$ cat src/rtl/tick_debouncer_pkg.sv
// Shared types and constants for the tick-based debouncer.
// State encoding keeps bit 0 as "waiting" on the low side and bit 1 as the accepted level.
package tick_debouncer_pkg;

    typedef enum logic [1:0] {
        STABLE_LO = 2'b00,
        WAIT_HI   = 2'b01,
        STABLE_HI = 2'b11,
        WAIT_LO   = 2'b10
    } state_t;

    localparam int SYNC_STAGES = 2;

endpackage

$ cat src/rtl/sync_2ff.sv
// Generic 1-bit two-flop synchronizer with asynchronous active-low reset.
// Used only when TICK_DEBOUNCER_SYNC_EN is defined.
module sync_2ff
    import tick_debouncer_pkg::*;
(
    input  logic clk,
    input  logic reset_n,
    input  logic d,
    output logic q
);

    logic [SYNC_STAGES-1:0] chain;

    always_ff @(posedge clk or negedge reset_n) begin
        if (!reset_n) begin
            chain <= '0;
        end else begin
            chain <= {chain[SYNC_STAGES-2:0], d};
        end
    end

    assign q = chain[SYNC_STAGES-1];

endmodule

$ cat src/rtl/tick_debouncer.sv
// Debounces one noisy input, measuring stability in upstream timer ticks.
// Define TICK_DEBOUNCER_SYNC_EN to put a two-flop synchronizer in front of the FSM.
module tick_debouncer
    import tick_debouncer_pkg::*;
#(
    parameter int STABLE_TICKS = 4,
    parameter int CNT_BITS     = $clog2(STABLE_TICKS + 1)
) (
    input  logic clk,
    input  logic reset_n,
    input  logic tick,
    input  logic noisy_in,
    output logic debounced,
    output logic rise,
    output logic fall,
    output logic busy
);

    generate
        if (STABLE_TICKS < 1) begin : g_param_check
            $error("tick_debouncer: STABLE_TICKS must be at least 1");
        end
    endgenerate

    localparam logic [CNT_BITS-1:0] LAST_COUNT = CNT_BITS'(STABLE_TICKS - 1);

    logic                s_in;
    state_t              state;
    state_t              state_next;
    logic [CNT_BITS-1:0] count;
    logic [CNT_BITS-1:0] count_next;
    logic                debounced_next;
    logic                rise_next;
    logic                fall_next;

`ifdef TICK_DEBOUNCER_SYNC_EN
    sync_2ff u_sync (
        .clk     (clk),
        .reset_n (reset_n),
        .d       (noisy_in),
        .q       (s_in)
    );
`else
    assign s_in = noisy_in;
`endif

    always_ff @(posedge clk or negedge reset_n) begin
        if (!reset_n) begin
            state     <= STABLE_LO;
            count     <= '0;
            debounced <= 1'b0;
            rise      <= 1'b0;
            fall      <= 1'b0;
        end else begin
            state     <= state_next;
            count     <= count_next;
            debounced <= debounced_next;
            rise      <= rise_next;
            fall      <= fall_next;
        end
    end

    // A level change in s_in aborts qualification before any tick is considered.
    always_comb begin
        state_next     = state;
        count_next     = count;
        debounced_next = debounced;
        rise_next      = 1'b0;
        fall_next      = 1'b0;
        case (state)
            STABLE_LO: begin
                if (s_in) begin
                    state_next = WAIT_HI;
                    count_next = '0;
                end
            end
            WAIT_HI: begin
                if (!s_in) begin
                    state_next = STABLE_LO;
                    count_next = '0;
                end else if (tick) begin
                    if (count == LAST_COUNT) begin
                        state_next     = STABLE_HI;
                        count_next     = '0;
                        debounced_next = 1'b1;
                        rise_next      = 1'b1;
                    end else begin
                        count_next = count + CNT_BITS'(1);
                    end
                end
            end
            STABLE_HI: begin
                if (!s_in) begin
                    state_next = WAIT_LO;
                    count_next = '0;
                end
            end
            WAIT_LO: begin
                if (s_in) begin
                    state_next = STABLE_HI;
                    count_next = '0;
                end else if (tick) begin
                    if (count == LAST_COUNT) begin
                        state_next     = STABLE_LO;
                        count_next     = '0;
                        debounced_next = 1'b0;
                        fall_next      = 1'b1;
                    end else begin
                        count_next = count + CNT_BITS'(1);
                    end
                end
            end
            default: begin
                state_next = STABLE_LO;
                count_next = '0;
            end
        endcase
    end

    assign busy = (state == WAIT_HI) || (state == WAIT_LO);

endmodule

$ cat config.mk
export PLATFORM = sky130hd
export DESIGN_NAME = tick_debouncer
export DESIGN_NICKNAME = d
export VERILOG_FILES = /design/src/rtl/tick_debouncer_pkg.sv /design/src/rtl/sync_2ff.sv /design/src/rtl/tick_debouncer.sv
export SDC_FILE = /design/constraint.sdc
export NUM_CORES = 1
export LEC_CHECK = 0
export BUFFER_PORTS_ARGS = -buffer_cell sky130_fd_sc_hd__clkbuf_2
export CORE_AREA = 4 4 41 43
export CTS_CLUSTER_DIAMETER = 200
export CTS_CLUSTER_SIZE = 8
export DETAILED_ROUTE_END_ITERATION = 16
export DIE_AREA = 0 0 45 47
export GPL_ROUTABILITY_DRIVEN = 1
export PLACE_DENSITY = 0.61
export SETUP_SLACK_MARGIN = 0.15
export SYNTH_ARGS = -nofsm -noshare
export SYNTH_HDL_FRONTEND = slang
export SYNTH_SLANG_ARGS = --single-unit
$ cat constraint.sdc
create_clock -name clk -period 1.42 [get_ports clk]
set_input_delay 0.142 -clock clk [delete_from_list [all_inputs] [get_ports clk]]
set_output_delay 0.142 -clock clk [all_outputs]
set_load 0.01 [all_outputs]
==> metrics.yaml, run 1 <==
run_status: "complete, but fails checks"
violations: "negative setup slack"
min_path_type: "input port to flip-flop"
tns_ns: -0.4965
peakVddDrop_mv: 0.9585
core_mm2: 0.001301
die_area_mm2: 0.002115
ios: 8
met2_usage_pct: 24.58
synth_cell_types: 23
rr_endpoint: "state[1]"
grt_pass1_wl_um: 2139
r2r_setup_slack_ns: -0.12
grt.met3_usage_pct: 3.448
nets: 93
syn_to_final_growth_pct: 60.64
tightest_slew_ns: 0.2542
p_leak_nw: 0.3818
fp.dieW_um: 45
h-tree-depth: 1
setup_viol: 6
hpwlAfterDp_um: 875.3
path_max_fanout: 4
fin_ws_ns: -0.1166
hold_viol: 0
path_class: "flip-flop to flip-flop"
finClkSkew_ns: 0.002798
pwr-share-clk_pct: 11.6
max-slew-margin-rel_pct: 83.00
crit_end: "state[1]"
critPathArrivalTime_ns: 1.70
start_util_pct: 39.33
nFillCells: 118
clockRootBuffer: "clkbuf_4"
syn-num-nets: 60
drtPass1Iterations: 4
wire_per_inst_um: 13.33
vias: 512
cts_max_path_buffers: 2
startpoint_type: "flip-flop"
remaining_drc_errors: 0
grt_pass1_vias: 498
busiest_layer: "met2"
gp_congestion: 0.7555
placementRows: 13
drt-total-wl_um: 1293
required_ns: 1.59
dr.first_iter.drc_count: 10
min_period_ns: 1.537
antenna_found_initial: 0
cp-startpoint: "state[0]"
max_cap_viol_count: 0
seq_power_share_pct: 21.7
ant_nets: 0
drive_gt1_share_pct: 56.10
grt-ovfl-total: 0
netlist_area_um2: 511.7
syn-instance-count: 51
diodes: 0
critPathCaptureType: "flip-flop"
finalMaxSlewViolations: 0
ys_warn_count: 0
p_int_mw: 0.9654
synth.ff_latch_count: 8
yosysSeqAreaShare_pct: 39.12
clk_pin_slew_worst_paths_ns: 0.05
cts.sinks: 8
r2r_cells: 5
powerDensity_mw_per_mm2: 1812
cts_tree: "done"
fin_util_pct: 63.17
portBuffers: 7
grt_setup_unrepaired: "yes"
via_per_inst: 5.278
met1_usage_pct: 16.98
swShare_pct: 35.19
cts_buffers: 3
post-route-period-util_pct: 108.2
die_y_um: 47
insertion_delay_ns: 0.25
grt_max_degree: 9
combPwrFrac_pct: 66.7
avgSynthCellArea_um2: 10.03
switching_power_mw: 0.5242
r2r_start: "state[0]"
track_usage_pct: 14.41
max_freq_ghz: 0.6508
-- worst min path at each step --
stage               cells past startpoint  slack (ns)      from         to
floorplan                               0       -0.15   reset_n   count[0]
global placement                        1       0.002   reset_n  debounced
detailed placement                      1       0.003   reset_n  debounced
CTS                                     3        0.26  noisy_in       fall
global route                            2        0.29   reset_n   count[2]
finish                                  3        0.26  noisy_in       fall
-- repair_timing --
| item | 4_1_cts | 5_1_grt |
|---|---|---|
| hold buffers | 1 | 0 |
| hold endpoints to repair | 8 | 0 |
| setup buffers | 5 | 5 |
| gates resized for setup | 4 | 11 |
| pin swaps | 5 | 4 |
| endpoints found under the setup margin | 8 | 9 |
-- layer usage --
layer | vias up | wire [µm]
li1 | 249 | -
met1 | 251 | 509
met2 | 8 | 716
met3 | 4 | 48
met4 | 0 | 19
met5 | - | 0
-- final cells by class --
class / instances / area (µm²) / share of cell area [%]
multi-input combinational: 36 / 332.8 / 40.49
timing repair buffer: 29 / 224.0 / 27.25
sequential: 8 / 201.4 / 24.51
clock buffer: 3 / 22.52 / 2.740
inverter: 6 / 22.52 / 2.740
tap: 15 / 18.77 / 2.283
-- power groups by stage --
stage	Clock [mW]	Combinational [mW]	Sequential [mW]
final	0.173	0.994	0.323
after global routing	0.193	1.10	0.328
after CTS	0.178	0.771	0.315
after detailed placement	0	0.733	0.317
after global placement	0	0.716	0.318
after floorplan	0	0.443	0.309
-- sequential cells by signal (all words and copies together) (netlist names) --
signal     count
count          3
fall           1
debounced      1
rise           1
state          2
-- worst max-delay path, stage by stage (launching register included) --
cell	delay [ns]
dfrtp_2	0.40
inv_2	0.07
ha_2	0.19
mux2_4	0.29
a2111o_1	0.42
o2111ai_2	0.07
-- synthesized netlist by cell type --
cell       n  share of area, %
mux2_4     2               5.9
or4_1      1               1.5
a2bb2oi_1  1               1.7
nor3_1     1              0.98
a21oi_1    2               2.0
o2111ai_1  1               1.7
mux2_2     1               2.2
o21bai_1   1               1.5
o22ai_1    1               1.2
nor2b_1    2               2.4
inv_1      6               4.4
a31oi_1    2               2.4
ha_1       5                12
o21ai_0    2               2.0
a2111o_1   2               4.4
nand3b_1   2               2.9
nand2_1    6               4.4
nand3_1    1              0.98
or3_2      1               1.5
a22o_1     1               1.7
dfrtp_1    8                39
nor2_1     1              0.73
buf_6      1               2.2
-- metrics by stage --
stage	power, mW	std cells	cell area [µm²]	setup WS (ns)	hold slack (ns)
2_1_floorplan	0.7516	51	526.8	-0.09571	-0.1536
3_3_place_gp	1.034	83	651.9	-0.1467	0.002221
3_5_place_dp	1.050	83	651.9	-0.1368	0.003124
4_1_cts	1.264	92	733.2	-0.1564	0.2578
5_1_grt	1.620	97	822.0	-0.1807	0.2907
6_report	1.490	97	822.0	-0.1166	0.2620
-- cells by family (layout without fill, tap and decap cells) --
| kind of cell | after synthesis | count (layout) | share of synthesized area, % |
|---|---|---|---|
| flops | 8 | 8 | 39.12 |
| fa+ha+maj | 5 | 5 | 12.22 |
| mux | 3 | 3 | 8.069 |
| buf+inv | 7 | 38 | 6.601 |
| simple gates | 15 | 15 | 15.40 |
| compound gates | 13 | 13 | 18.58 |
-- cell usage in the layout (no fill, tap or decap), types with 2 or more instances in the layout --
master / n
buf_4: 17
dfrtp_1: 7
nand2_1: 6
clkbuf_2: 6
buf_6: 5
inv_1: 4
mux2_4: 3
ha_2: 3
clkbuf_4: 3
inv_2: 2
nand3b_1: 2
nor2b_1: 2
a31oi_1: 2
a2111o_1: 2
ha_4: 2
(Power assumes the default switching activity.)
==> run 2: changes to the inputs <==
--- a/config.mk
+++ b/config.mk
@@ -6,11 +6,12 @@
 export NUM_CORES = 1
 export LEC_CHECK = 0
 export BUFFER_PORTS_ARGS = -buffer_cell sky130_fd_sc_hd__clkbuf_2
-export CORE_AREA = 4 4 41 43
+export CORE_AREA = 2 2 39 41
+export CTS_BUF_LIST = sky130_fd_sc_hd__clkbuf_4
 export CTS_CLUSTER_DIAMETER = 200
 export CTS_CLUSTER_SIZE = 8
 export DETAILED_ROUTE_END_ITERATION = 16
-export DIE_AREA = 0 0 45 47
+export DIE_AREA = 0 0 41 43
 export GPL_ROUTABILITY_DRIVEN = 1
 export PLACE_DENSITY = 0.61
 export SETUP_SLACK_MARGIN = 0.15
==> metrics.yaml, run 2 (synthesized netlist as in run 1, its figures left out) <==
via_per_inst: 5.146  # was 5.278
critPathArrivalTime_ns: 1.77  # was 1.70 ns
remaining_drc_errors: 0  # unchanged
routed-wl-met2_um: 573  # was 716 µm
run_status: "complete, but fails checks"  # unchanged
hold_viol: 0  # unchanged
post-place-cells: 85  # was 83
placementRows: 14  # was 13
reg_top3: "count: 3 flops, state: 2 flops"  # unchanged
tightest_slew_ns: 0.3027  # was 0.2542 ns
antenna_found_initial: 0  # unchanged
top_layer: "met4"  # unchanged
grt-ovfl-total: 0  # unchanged
clockRootBuffer: "clkbuf_4"  # unchanged
nFillCells: 133  # was 118
track_usage_pct: 15.76  # was 14.41%
ant_nets: 0  # unchanged
multi_input_area_um2: 316.6  # was 332.8 µm²
fin_area_um2: 730.7  # was 822.0 µm²
seq_area_um2: 200.2  # was 201.4 µm²
fin_util_pct: 52.80  # was 63.17%
start_util_pct: 36.98  # was 39.33%
nets: 84  # was 93
grt_max_degree: 9  # unchanged
wire_per_inst_um: 13.08  # was 13.33 µm
cts_buffers: 3  # unchanged
powerDensity_mw_per_mm2: 1845  # was 1812 mW/mm²
setup_viol: 6  # unchanged
path_max_fanout: 4  # unchanged
pre_cts_ws_ns: -0.1458  # was -0.1368 ns
hpwlAfterDp_um: 800.1  # was 875.3 µm
grt_setup_unrepaired: "yes"  # unchanged
cts_tree: "done"  # unchanged
dr.first_iter.drc_count: 15  # was 10
required_ns: 1.60  # was 1.59 ns
critPathCaptureType: "flip-flop"  # unchanged
max-slew-margin-rel_pct: 79.76  # was 83.00%
fp.dieW_um: 41  # was 45 µm
min_path_type: "input port to async pin"  # was input port to flip-flop
final_common_cell: "buf_4"  # unchanged
largest_reg_flops: 3  # unchanged
met1Wirelength_um: 484  # was 509 µm
max_freq_ghz: 0.6315  # was 0.6508 GHz
ios: 8  # unchanged
cts_max_path_buffers: 2  # unchanged
power_mw: 1.348  # was 1.490 mW
wl_met3_um: 55  # was 48 µm
drt-total-wl_um: 1164  # was 1293 µm
finalMaxSlewViolations: 0  # unchanged
final_cells: 89  # was 97
insertion_delay_ns: 0.26  # was 0.25 ns
violations: "negative setup slack"  # unchanged
die_area_mm2: 0.001763  # was 0.002115 mm²
place_area_um2: 660.6  # was 651.9 µm²
h-tree-depth: 1  # unchanged
tns_ns: -0.5784  # was -0.4965 ns
drive_gt1_share_pct: 47.95  # was 56.10%
cts.sinks: 8  # unchanged
drtPass1Iterations: 4  # unchanged
diodes: 0  # unchanged
grt_pass1_vias: 452  # was 498
startpoint_type: "flip-flop"  # unchanged
die_y_um: 43  # was 47 µm
p_leak_nw: 0.3343  # was 0.3818 nW
regMostFlops: "count"  # unchanged
grt_pass1_wl_um: 1800  # was 2139 µm
peakVddDrop_mv: 1.094  # was 0.9585 mV
gp_congestion: 0.7222  # was 0.7555
max_cap_viol_count: 0  # unchanged
portBuffers: 7  # unchanged
path_class: "flip-flop to flip-flop"  # unchanged
finClkSkew_ns: 0.0005627  # was 0.002798 ns
holdWs_ns: 0.2640  # was 0.2620 ns
min_period_ns: 1.584  # was 1.537 ns
vias: 458  # was 512
syn_to_final_growth_pct: 42.79  # was 60.64%
final_cell_mix: "buf_4, dfrtp_1, nand2_1, clkbuf_2, inv_1"  # was buf_4, dfrtp_1, nand2_1, clkbuf_2, buf_6
core_mm2: 0.001384  # was 0.001301 mm²
clk_pin_slew_worst_paths_ns: 0.06  # was 0.05 ns
fin_ws_ns: -0.1636  # was -0.1166 ns
post-route-period-util_pct: 111.5  # was 108.2%
==> run 2: area by class of cell <==
class                      instances  area share, %
multi-input combinational         36          43.32
clock buffer                       3          3.082
inverter                           6          3.082
timing repair buffer              20          20.38
sequential                         8          27.40
tap                               16          2.740
==> run 2: path summary, 6_finish.rpt <==
check                      depth (start not counted)   endpoint      start  slack [ns]
max                                                5   count[0]   state[0]       -0.16
min                                                2  debounced    reset_n        0.26
max reg2reg                                        5   count[0]   state[0]       -0.16
min reg2reg                                        1  debounced  debounced        0.52
max in group asynchronous                          2   state[0]    reset_n        0.97
min in group clk                                   3       fall   noisy_in        0.26
==> run 2: layer usage <==
metal  vias to the layer above  global-route usage, %
li1                        231                      -
met1                       209                  17.05
met2                        12                  24.06
met3                         6                  6.283
met4                         0                  10.00
met5                         -                      0
==> run 2: power by group <==
| group | total [mW] | internal, mW | switching (mW) |
|---|---|---|---|
| Clock | 0.181 | 0.0971 | 0.0835 |
| Sequential | 0.314 | 0.270 | 0.0442 |
| Combinational | 0.853 | 0.480 | 0.373 |
==> run 2: repair_timing <==
action | CTS | global route
endpoints found under the hold margin | 8 | 0
pin swaps | 2 | 3
buffers inserted | 0 | 0
setup endpoints to repair | 7 | 8
hold buffers | 1 | 0
gates resized for setup | 1 | 8
==> run 2: critical path, stage by stage, from the launching register on <==
cell	delay, ns
dfrtp_1	0.42
inv_2	0.09
ha_4	0.16
mux2_4	0.28
or4_1	0.39
o22ai_1	0.16
